`src/rtl/uart_cmd_parser.sv`:
```
// Framed host command parser: SYNC, OP, LEN, payload, CSUM.
// Pulls bytes from the UART RX port one at a time and hands validated
// commands to the accelerator over valid/ready. Each frame is answered
// with an ACK or NAK byte on the UART TX port.
module uart_cmd_parser #(
  parameter int unsigned PKT_SIZE       = 8,
  parameter int unsigned MAX_PAYLOAD    = 8,
  parameter logic [7:0]  SYNC_BYTE      = 8'hA5,
  parameter logic [7:0]  ACK_BYTE       = 8'h06,
  parameter logic [7:0]  NAK_BYTE       = 8'h15,
  parameter int unsigned TIMEOUT_CYCLES = 4096
) (
  input  logic                                 clock,
  input  logic                                 reset,
  input  logic [PKT_SIZE-1:0]                  io_rxReq_pkt,
  input  logic                                 io_rxReq_ready,
  input  logic                                 io_rxReq_done,
  output logic                                 io_rxReq_req,
  output logic [PKT_SIZE-1:0]                  io_txReq_pkt,
  output logic                                 io_txReq_req,
  input  logic                                 io_txReq_ready,
  output logic                                 io_cmd_valid,
  input  logic                                 io_cmd_ready,
  output logic [7:0]                           io_cmd_op,
  output logic [$clog2(MAX_PAYLOAD+1)-1:0]     io_cmd_len,
  output logic [8*MAX_PAYLOAD-1:0]             io_cmd_payload,
  output logic [7:0]                           io_errCount,
  output logic                                 io_busy
);
  localparam int LW = $clog2(MAX_PAYLOAD + 1);
  localparam int IW = (MAX_PAYLOAD > 1) ? $clog2(MAX_PAYLOAD) : 1;
  localparam int TW = $clog2(TIMEOUT_CYCLES);
  localparam logic [TW-1:0] TMO_MAX = TW'(TIMEOUT_CYCLES - 1);

  typedef enum logic [2:0] {
    S_HUNT, S_OP, S_LEN, S_PAY, S_CSUM, S_ISSUE, S_RESP
  } state_t;

  state_t                              state_q, state_d;
  logic                                out_q, out_d;   // fetch outstanding
  logic                                req_q, req_d;
  logic [7:0]                          op_q, op_d;
  logic [LW-1:0]                       len_q, len_d;
  logic [IW-1:0]                       idx_q, idx_d;
  logic [7:0]                          csum_q, csum_d;
  logic [MAX_PAYLOAD-1:0][7:0]         pay_q, pay_d;
  logic [TW-1:0]                       tmo_q, tmo_d;
  logic [7:0]                          err_q, err_d;
  logic [PKT_SIZE-1:0]                 txp_q, txp_d;

  logic [7:0] rx_byte;
  logic       rx_v, timed, tmo_fire, fetch_ok, err_inc;

  assign rx_byte  = io_rxReq_pkt[7:0];
  assign rx_v     = io_rxReq_done && out_q;
  assign timed    = state_q inside {S_OP, S_LEN, S_PAY, S_CSUM};
  assign tmo_fire = timed && (tmo_q == TMO_MAX);
  // Fetching stops in ISSUE/RESP so the UART FIFO absorbs the backlog.
  assign fetch_ok = (state_q inside {S_HUNT, S_OP, S_LEN, S_PAY, S_CSUM})
                    && io_rxReq_ready && !out_q;

  assign io_rxReq_req   = req_q;
  assign io_txReq_pkt   = txp_q;
  assign io_txReq_req   = (state_q == S_RESP) && io_txReq_ready;
  assign io_cmd_valid   = (state_q == S_ISSUE);
  assign io_cmd_op      = op_q;
  assign io_cmd_len     = len_q;
  assign io_cmd_payload = pay_q;
  assign io_errCount    = err_q;
  assign io_busy        = (state_q != S_HUNT);

  // Next-state, frame parsing, checksum and timeout bookkeeping.
  always_comb begin
    state_d = state_q;
    op_d    = op_q;
    len_d   = len_q;
    idx_d   = idx_q;
    csum_d  = csum_q;
    pay_d   = pay_q;
    txp_d   = txp_q;
    err_inc = 1'b0;
    req_d   = fetch_ok;
    out_d   = fetch_ok ? 1'b1 : (io_rxReq_done ? 1'b0 : out_q);

    if (tmo_fire) begin
      // Timeout beats any byte landing this cycle; no response is sent.
      state_d = S_HUNT;
      err_inc = 1'b1;
    end else begin
      case (state_q)
        S_HUNT: if (rx_v && rx_byte == SYNC_BYTE) begin
          state_d = S_OP;
          pay_d   = '0;
        end
        S_OP: if (rx_v) begin
          op_d    = rx_byte;
          csum_d  = rx_byte;
          state_d = S_LEN;
        end
        S_LEN: if (rx_v) begin
          csum_d = csum_q ^ rx_byte;
          if (rx_byte > 8'(MAX_PAYLOAD)) begin
            txp_d   = PKT_SIZE'(NAK_BYTE);
            err_inc = 1'b1;
            state_d = S_RESP;
          end else if (rx_byte == 8'd0) begin
            len_d   = '0;
            state_d = S_CSUM;
          end else begin
            len_d   = rx_byte[LW-1:0];
            idx_d   = '0;
            state_d = S_PAY;
          end
        end
        S_PAY: if (rx_v) begin
          pay_d[idx_q] = rx_byte;
          csum_d       = csum_q ^ rx_byte;
          idx_d        = idx_q + IW'(1);
          if (LW'(idx_q) + LW'(1) == len_q) state_d = S_CSUM;
        end
        S_CSUM: if (rx_v) begin
          if (rx_byte == csum_q) begin
            state_d = S_ISSUE;
          end else begin
            txp_d   = PKT_SIZE'(NAK_BYTE);
            err_inc = 1'b1;
            state_d = S_RESP;
          end
        end
        S_ISSUE: if (io_cmd_ready) begin
          txp_d   = PKT_SIZE'(ACK_BYTE);
          state_d = S_RESP;
        end
        S_RESP: if (io_txReq_ready) state_d = S_HUNT;
        default: state_d = S_HUNT;
      endcase
    end

    // Idle counter restarts on every consumed byte and every state entry.
    if (!timed || rx_v || state_d != state_q) tmo_d = '0;
    else                                       tmo_d = tmo_q + TW'(1);

    err_d = (err_inc && err_q != 8'hFF) ? err_q + 8'd1 : err_q;
  end

  // State and datapath registers.
  always_ff @(posedge clock or negedge reset) begin
    if (!reset) begin
      state_q <= S_HUNT;
      out_q   <= 1'b0;
      req_q   <= 1'b0;
      op_q    <= '0;
      len_q   <= '0;
      idx_q   <= '0;
      csum_q  <= '0;
      pay_q   <= '0;
      tmo_q   <= '0;
      err_q   <= '0;
      txp_q   <= '0;
    end else begin
      state_q <= state_d;
      out_q   <= out_d;
      req_q   <= req_d;
      op_q    <= op_d;
      len_q   <= len_d;
      idx_q   <= idx_d;
      csum_q  <= csum_d;
      pay_q   <= pay_d;
      tmo_q   <= tmo_d;
      err_q   <= err_d;
      txp_q   <= txp_d;
    end
  end
endmodule

```
`config.mk`:
```
export PLATFORM = sky130hd
export DESIGN_NAME = uart_cmd_parser
export DESIGN_NICKNAME = d
export VERILOG_FILES = /design/src/rtl/uart_cmd_parser.sv
export SDC_FILE = /design/constraint.sdc
export NUM_CORES = 1
export LEC_CHECK = 0
export ABC_CLOCK_PERIOD_IN_PS = 2700
export CAP_MARGIN = 10
export CORE_MARGIN = 3
export CORE_UTILIZATION = 38
export DETAILED_ROUTE_END_ITERATION = 8
export HOLD_SLACK_MARGIN = 0.08
export PLACE_DENSITY = 0.65
export SLEW_MARGIN = 20
export SYNTH_ARGS = -nofsm -noshare
export SYNTH_HDL_FRONTEND = slang
export SYNTH_SLANG_ARGS = --single-unit
```
`constraint.sdc`:
```
create_clock -name clock -period 2.7 [get_ports clock]
set_clock_uncertainty 0.1 [all_clocks]
set_input_delay 0.54 -clock clock [delete_from_list [all_inputs] [get_ports clock]]
set_output_delay 0.54 -clock clock [all_outputs]
set_load 0.05 [all_outputs]
```
==> key figures, run 1 <==
Route
  • Vias per cell: 5.18
  • DRC: 0
  • Total number of vias: approximately 4,500
  • Final WL: 14,200 microns
  • Initial drt markers: 288
  • WL/cell: between 15 and 20 microns
  • DR pass1 iterations: 4
  • Antenna-violating nets left: 0

STA
  • Fmax: roughly 380 MHz
  • RSZ-0062 raised after global routing: no
  • Max-slew headroom: between 60% and 70%
  • Minimum clock period: roughly 2.6 ns
  • Fin crit share: just under 100%
  • Slew @ Worst Pin: approximately 0.57 ns
  • Setup Viol. Count Final: 0
  • Final Slew Violations: 0
  • Slack of the critical path: around 0.095 ns
  • Final Hold Vio Count: 0

Global routing
  • Number of global-route vias before repair: between 4,000 and 5,000
  • Largest net degree at the start of global routing: 44
  • Congestion Overflow GR: 0
  • Initial antenna violation count: 0
  • GRT Util Overall: roughly 20%
  • First-pass GRT wire length: between 20,000 and 25,000 microns

Final layout
  • Final core utilization: 55.9%
  • Share of layout cells above drive strength 1: between 15 and 20%
  • Final Cell Area: around 0.0075 sq mm
  • Layout Nets: ~700
  • Filler instances: around 1,200
  • Ant diodes: 0
  • Syn-to-layout area delta: 42.0%

Clock network
  • Worst-path clk slew: ~0.05 ns
  • CTS HTree Levels: 4
  • Cts bufs inserted: 17
  • CTS Sinks: between 100 and 150
  • Clk Latency, worst-skew pair: 0.41 ns
  • Root Driver: clkbuf_16
  • Postcts setup bufs: 0
  • CTS tree: yes
  • Max Root-Sink Buffers: 2

Place
  • DP HPWL: 10,100 microns
  • Port bufs: between 100 and 150
  • Placed instance area: 0.00684 sq mm
  • RD Place Congestion: approximately 0.87
  • Setup WS pre-CTS: -0.352 ns

Worst setup path
  • Element type at the critical path end: flop
  • Critical Path Source Type: primary input
  • CP Max Fanout: 7
  • WP data arrival: between 2 and 3 ns
  • CP Data Required Time: between 2 and 3 ns
  • Critical path's slowest cell: or4_1
  • CP cell instances: clkdlybuf4s50_1 > or4_1 > or3_4 > o2bb2a_4 > a311oi_2 > nand3_2 > nor3_1
  • Delay of the slowest critical-path stage: between 0.5 and 0.6 ns
  • Crit path kind: primary input to flop

Pwr
  • Worst vdd ir: between 0.5 and 0.6 mV
  • Comb pwr share: a little over a third
  • Leakage: 0.00318 uW
  • Sw frac: between 30 and 40%
  • Seq pwr share: 31.2%
  • Clock network power share: between 30% and 40%
  • P_int: approximately 4600 uW
  • Cell Pwr Density: 976 mW/mm^2
  • P_sw: 2720 uW
  • Pwr Total: approximately 7300 uW

Floorplan
  • FP Rows: 42
  • Die width: around 120 microns
  • Die area: roughly 0.015 sq mm
  • Initial Util: 39.3%
  • Ports: 110
  • Core ar.: between 0.01 and 0.015 sq mm
  • Die Ht: 124 microns

Yosys
  • Ys flop type: dfrtp_1
  • #FFs+latches synth: 115
  • Synth warn: 0
  • Mapped Area: between 0.005 and 0.006 sq mm
  • Syn_area_per_cell: approximately 10 sq um
  • Synth cell types: 56
  • Asr flop ratio synth: 100%
  • Post-synth EDFFs: 0
  • Sequential share of the synthesized area: a little over half
  • Cells after synthesis: ~530

Status
  • Status: complete, no violations

Hold path
  • Type of the tightest min-delay check: flop to flop

Job
  • Maxcap violations: 0
==> cell usage in the layout, fill, tap and decap left out, types with 4 or more instances in the layout <==
cell type	count
clkbuf_16	17
nand3_1	25
xor2_1	10
buf_12	4
clkdlybuf4s50_1	101
nand3b_1	5
inv_1	5
dfrtp_1	115
a21oi_1	21
nor2_1	17
xnor2_1	15
o21ai_0	57
bufinv_16	4
nand2_1	106
mux2i_1	9
buf_4	51
nand4_1	10
nor3_1	8
conb_1	4
and3_1	8
o21ai_1	14
mux2_2	15
or3_1	4
clkinvlp_4	4
==> power groups by stage <==
stage / registers [uW] / logic [uW] / clock network (uW)
after CTS: 2280 / 2660 / 2410
final: 2280 / 2640 / 2390
after detailed placement: 2310 / 2650 / 0
after global routing: 2330 / 2850 / 2510
after floorplan: 3030 / 1000 / 0
after global placement: 2290 / 2620 / 0
==> layout make-up <==
type,instances,area (sq um),share of cell area [%]
multi-input cells,383,2250,30.1
clock inverters,12,178,2.37
clock buffers,20,457,6.10
repair buffers,157,1480,19.8
well taps,176,220,2.94
inverters,5,18.8,0.251
flip-flops and latches,115,2880,38.4
==> sequential cells by signal, summed over array words and instances, names as in the netlist <==
signal / count
io_cmd_op: 8
io_txReq_pkt: 3
io_rxReq_req: 1
io_cmd_payload: 64
tmo_q: 12
out_q: 1
state_q: 3
io_errCount: 8
idx_q: 3
csum_q: 8
io_cmd_len: 4
==> path summary, 6_finish.rpt <==
path | start | endpoint | slack [ns] | depth (start not counted)
max | io_rxReq_pkt[3] | tmo_q[11] | 0.09 | 7
min | io_cmd_payload[29] | io_cmd_payload[29] | 0.38 | 2
max reg2reg | tmo_q[0] | io_errCount[2] | 0.27 | 8
min reg2reg | io_cmd_payload[29] | io_cmd_payload[29] | 0.38 | 2
max in group asynchronous | reset | io_cmd_payload[58] | 1.12 | 3
min in group asynchronous | reset | io_cmd_payload[44] | 0.57 | 2
==> Yosys cell counts (3+ instances only) <==
cell | number | area share [%]
dfrtp_1 | 115 | 55
mux2i_1 | 9 | 1.7
mux2_2 | 15 | 3.2
and4_1 | 3 | 0.50
a21oi_1 | 21 | 2.0
buf_4 | 6 | 0.85
o21ai_0 | 57 | 5.4
and3_1 | 8 | 0.95
inv_1 | 5 | 0.36
or3_1 | 4 | 0.47
and2_1 | 3 | 0.36
a31oi_1 | 3 | 0.36
nand3_1 | 25 | 2.4
or4_1 | 3 | 0.43
nand3b_1 | 5 | 0.71
o31ai_1 | 3 | 0.43
ha_1 | 3 | 0.71
nor3_1 | 8 | 0.76
nand4_1 | 10 | 1.2
nor2b_1 | 4 | 0.47
xnor2_1 | 15 | 2.5
nor2_1 | 17 | 1.2
xor2_1 | 10 | 1.7
clkbuf_1 | 21 | 1.5
nand2_1 | 107 | 7.6
o21ai_1 | 14 | 1.3
==> layer usage <==
metal	global-route usage, %	routed length (microns)	up-vias
li1	-	-	2153
met1	26.9	6470	2188
met2	30.2	6720	141
met3	5.09	857	13
met4	5.88	129	0
met5	0	0	-
==> cells by family (layout without fill, tap and decap cells) <==
group,Yosys count,after routing,synth area share [%]
xor+xnor,25,25,4.15
buf+inv,34,194,2.99
flops,115,115,54.6
other cells,1,4,0.0711
compound gates,119,119,13.8
fa+ha+maj,3,3,0.712
mux,24,24,4.91
simple gates,208,208,18.8
==> stage by stage <==
| stage | setup TNS (ns) | hold WS [ns] | cells |
|---|---|---|---|
| final | 0 | 0.378 | 868 |
| after global routing | 0 | 0.407 | 868 |
| after CTS | 0 | 0.378 | 868 |
| after detailed placement | -18.84 | 0.354 | 835 |
| after global placement | -17.41 | 0.356 | 835 |
| after floorplan | 0 | 0.144 | 532 |
==> worst max-delay path: cells and delay by family <==
kind	cells	cell delay, ns
AND/OR/NAND/NOR	4	1.30
AO/OA/AOI/OAI	2	0.52
buffers and inverters	1	0.46
==> what timing repair did <==
action | in CTS | in global routing
endpoints found under the setup margin | 0 | 1
hold endpoints to repair | 40 | 0
hold buffers | 1 | 0
gates resized for setup | 0 | 1
Note: power is estimated with default switching activity, not from simulation.
==> run 2: changes to the inputs <==
- CORE_UTILIZATION: 38 -> 34
- CTS_BUF_LIST: default -> sky130_fd_sc_hd__clkbuf_16
- PLACE_DENSITY: 0.65 -> 0.56
==> run 2 against run 1 <==
  * Clock power shrank 16%
  * Global-route usage down 1.6 points
  * Power shrank 5.1%
  * First-iteration DRC count is 1.4% higher
  * Worst hold slack lost 0.0040 ns
  * Non-clock buffer count increased by 1
  * Core utilization fell by 5.9 points
  * Die area rose by 11%
  * Critical path depth did not move
  * Critical endpoint is now tmo_q[7]
  * Via count is 0.49% higher
  * Sequential share of layout area up 0.34 points
==> key figures, run 2 (synthesized netlist as in run 1, its figures left out) <==
Clock network
  • Clk Latency, worst-skew pair: about 0.42 ns
  • CTS HTree Levels: 4
  • CTS tree: yes
  • Max Root-Sink Buffers: 2
  • Root Driver: clkbuf_16
  • Cts bufs inserted: 17
  • Postcts setup bufs: 0
  • Worst-path clk slew: about 0.05 ns
  • CTS Sinks: roughly 120

Place
  • Setup WS pre-CTS: -0.322 ns
  • RD Place Congestion: roughly 0.84
  • DP HPWL: roughly 10,000 microns
  • Port bufs: around 110

Route
  • WL/cell: 16.7 microns
  • Vias per cell: ~5
  • DR pass1 iterations: 5
  • Total number of vias: roughly 4,500
  • Final WL: around 15,000 microns
  • DRC: 0
  • Initial drt markers: 292
  • Antenna-violating nets left: 0

Final layout
  • Final core utilization: between 40% and 50%
  • Max FFs per register: 64
  • Most common cell after layout, fill and taps aside: dfrtp_1
  • Layout Nets: about 700
  • Share of layout cells above drive strength 1: roughly 17%
  • Ant diodes: 0
  • Syn-to-layout area delta: 40.8%
  • Most frequent cells in the layout: dfrtp_1, nand2_1, clkdlybuf4s50_1

Pwr
  • P_sw: 2750 uW
  • Seq pwr share: 32.8%
  • Clock network power share: 28.8%
  • Comb pwr share: about two fifths
  • Sw frac: between 30 and 40%
  • P_int: approximately 4200 uW
  • Worst vdd ir: approximately 0.65 mV
  • Cell Pwr Density: approximately 930 mW/mm^2
  • Leakage: ~0.0032 uW

Floorplan
  • Initial Util: between 30 and 40%
  • Core ar.: 0.0149 sq mm
  • Die area: roughly 0.017 sq mm
  • FP Rows: 44
  • Die Ht: between 100 and 150 microns
  • Ports: 110
  • Die width: between 100 and 150 microns

Worst setup path
  • CP Max Fanout: 7
  • Worst Reg-to-Reg Cells: 6
  • Crit path launch: io_rxReq_pkt[1]
  • WP data arrival: 2.79 ns
  • Element type at the critical path end: flop
  • CP Data Required Time: 2.93 ns
  • Crit path kind: primary input to flop
  • R2R Path End: tmo_q[7]
  • Critical Path Source Type: primary input
  • FF-to-FF setup slack: around 0.25 ns
  • CP endpoint: tmo_q[7]
  • FF-to-FF Start: state_q[0]

Global routing
  • First-pass GRT wire length: about 23,000 microns
  • Number of global-route vias before repair: between 4,000 and 5,000
  • Largest net degree at the start of global routing: 60
  • GRT Util Overall: between 10% and 20%
  • Initial antenna violation count: 0
  • Congestion Overflow GR: 0

STA
  • Fmax: between 300 and 400 MHz
  • Max-slew headroom: 64.6%
  • RSZ-0062 raised after global routing: no
  • Slew @ Worst Pin: between 0.5 and 0.6 ns
  • Fin crit share: 95.0%
  • Slack of the critical path: roughly 0.14 ns
  • Final Slew Violations: 0
  • Final Hold Vio Count: 0
  • Minimum clock period: approximately 2.6 ns
  • Setup Viol. Count Final: 0

Hold path
  • Type of the tightest min-delay check: flop to flop

Job
  • Maxcap violations: 0

Status
  • Status: complete, no violations
run 2: cell type report:
| class | instances | area (sq um) |
|---|---|---|
| repair buffers | 158 | 1510 |
| multi-input cells | 383 | 2250 |
| well taps | 184 | 230 |
| clock buffers | 17 | 425 |
| inverters | 5 | 18.8 |
| flip-flops and latches | 115 | 2880 |
| fillers | 1391 | 7440 |
| clock inverters | 15 | 110 |
run 2: metrics by stage:
| step | TNS (ns) | std cells | hold slack (ns) | instance area, sq um | power (uW) |
|---|---|---|---|---|---|
| 2_1_floorplan | 0 | 532 | 0.144 | 5280 | 4040 |
| 6_report | 0 | 877 | 0.374 | 7420 | 6940 |
| 3_3_place_gp | -18.15 | 844 | 0.356 | 6870 | 4930 |
| 4_1_cts | 0 | 877 | 0.375 | 7420 | 7000 |
| 5_1_grt | 0 | 877 | 0.387 | 7420 | 7300 |
| 3_5_place_dp | -20.00 | 844 | 0.361 | 6870 | 4970 |
run 2: worst min path at each step:
stage,start,to,slack [ns],depth (start not counted)
2_1_floorplan,reset,csum_q[0],0.14,0
3_3_place_gp,io_txReq_pkt[2],io_txReq_pkt[2],0.36,1
3_5_place_dp,io_txReq_pkt[2],io_txReq_pkt[2],0.36,1
4_1_cts,io_txReq_pkt[2],io_txReq_pkt[2],0.38,1
5_1_grt,io_txReq_pkt[2],io_txReq_pkt[2],0.39,1
6_report,io_txReq_pkt[2],io_txReq_pkt[2],0.37,1
run 2: power groups by stage:
stage,sequential (uW),combinational [uW],clock (uW)
after global routing,2330,2850,2120
after floorplan,3030,1000,0
final,2280,2660,2000
after detailed placement,2310,2660,0
after CTS,2280,2670,2040
after global placement,2300,2640,0
run 2: timing repair:
item	4_1_cts	5_1_grt
resized for setup	0	2
hold buffers	1	0
endpoints found under the hold margin	25	0
endpoints found under the setup margin	0	9
run 2: layer usage:
metal	global-route usage (%)	routed length, microns
met1	24.1	6730
met2	28.0	6900
met3	4.63	853
met4	6.78	182
met5	0	0
run 2: critical path, cell delays in order:
cell,delay (ns)
clkdlybuf4s50_1,0.43
or4_1,0.52
or3_4,0.37
o2bb2a_4,0.23
a311oi_2,0.27
nand3_2,0.19
nor3_1,0.23
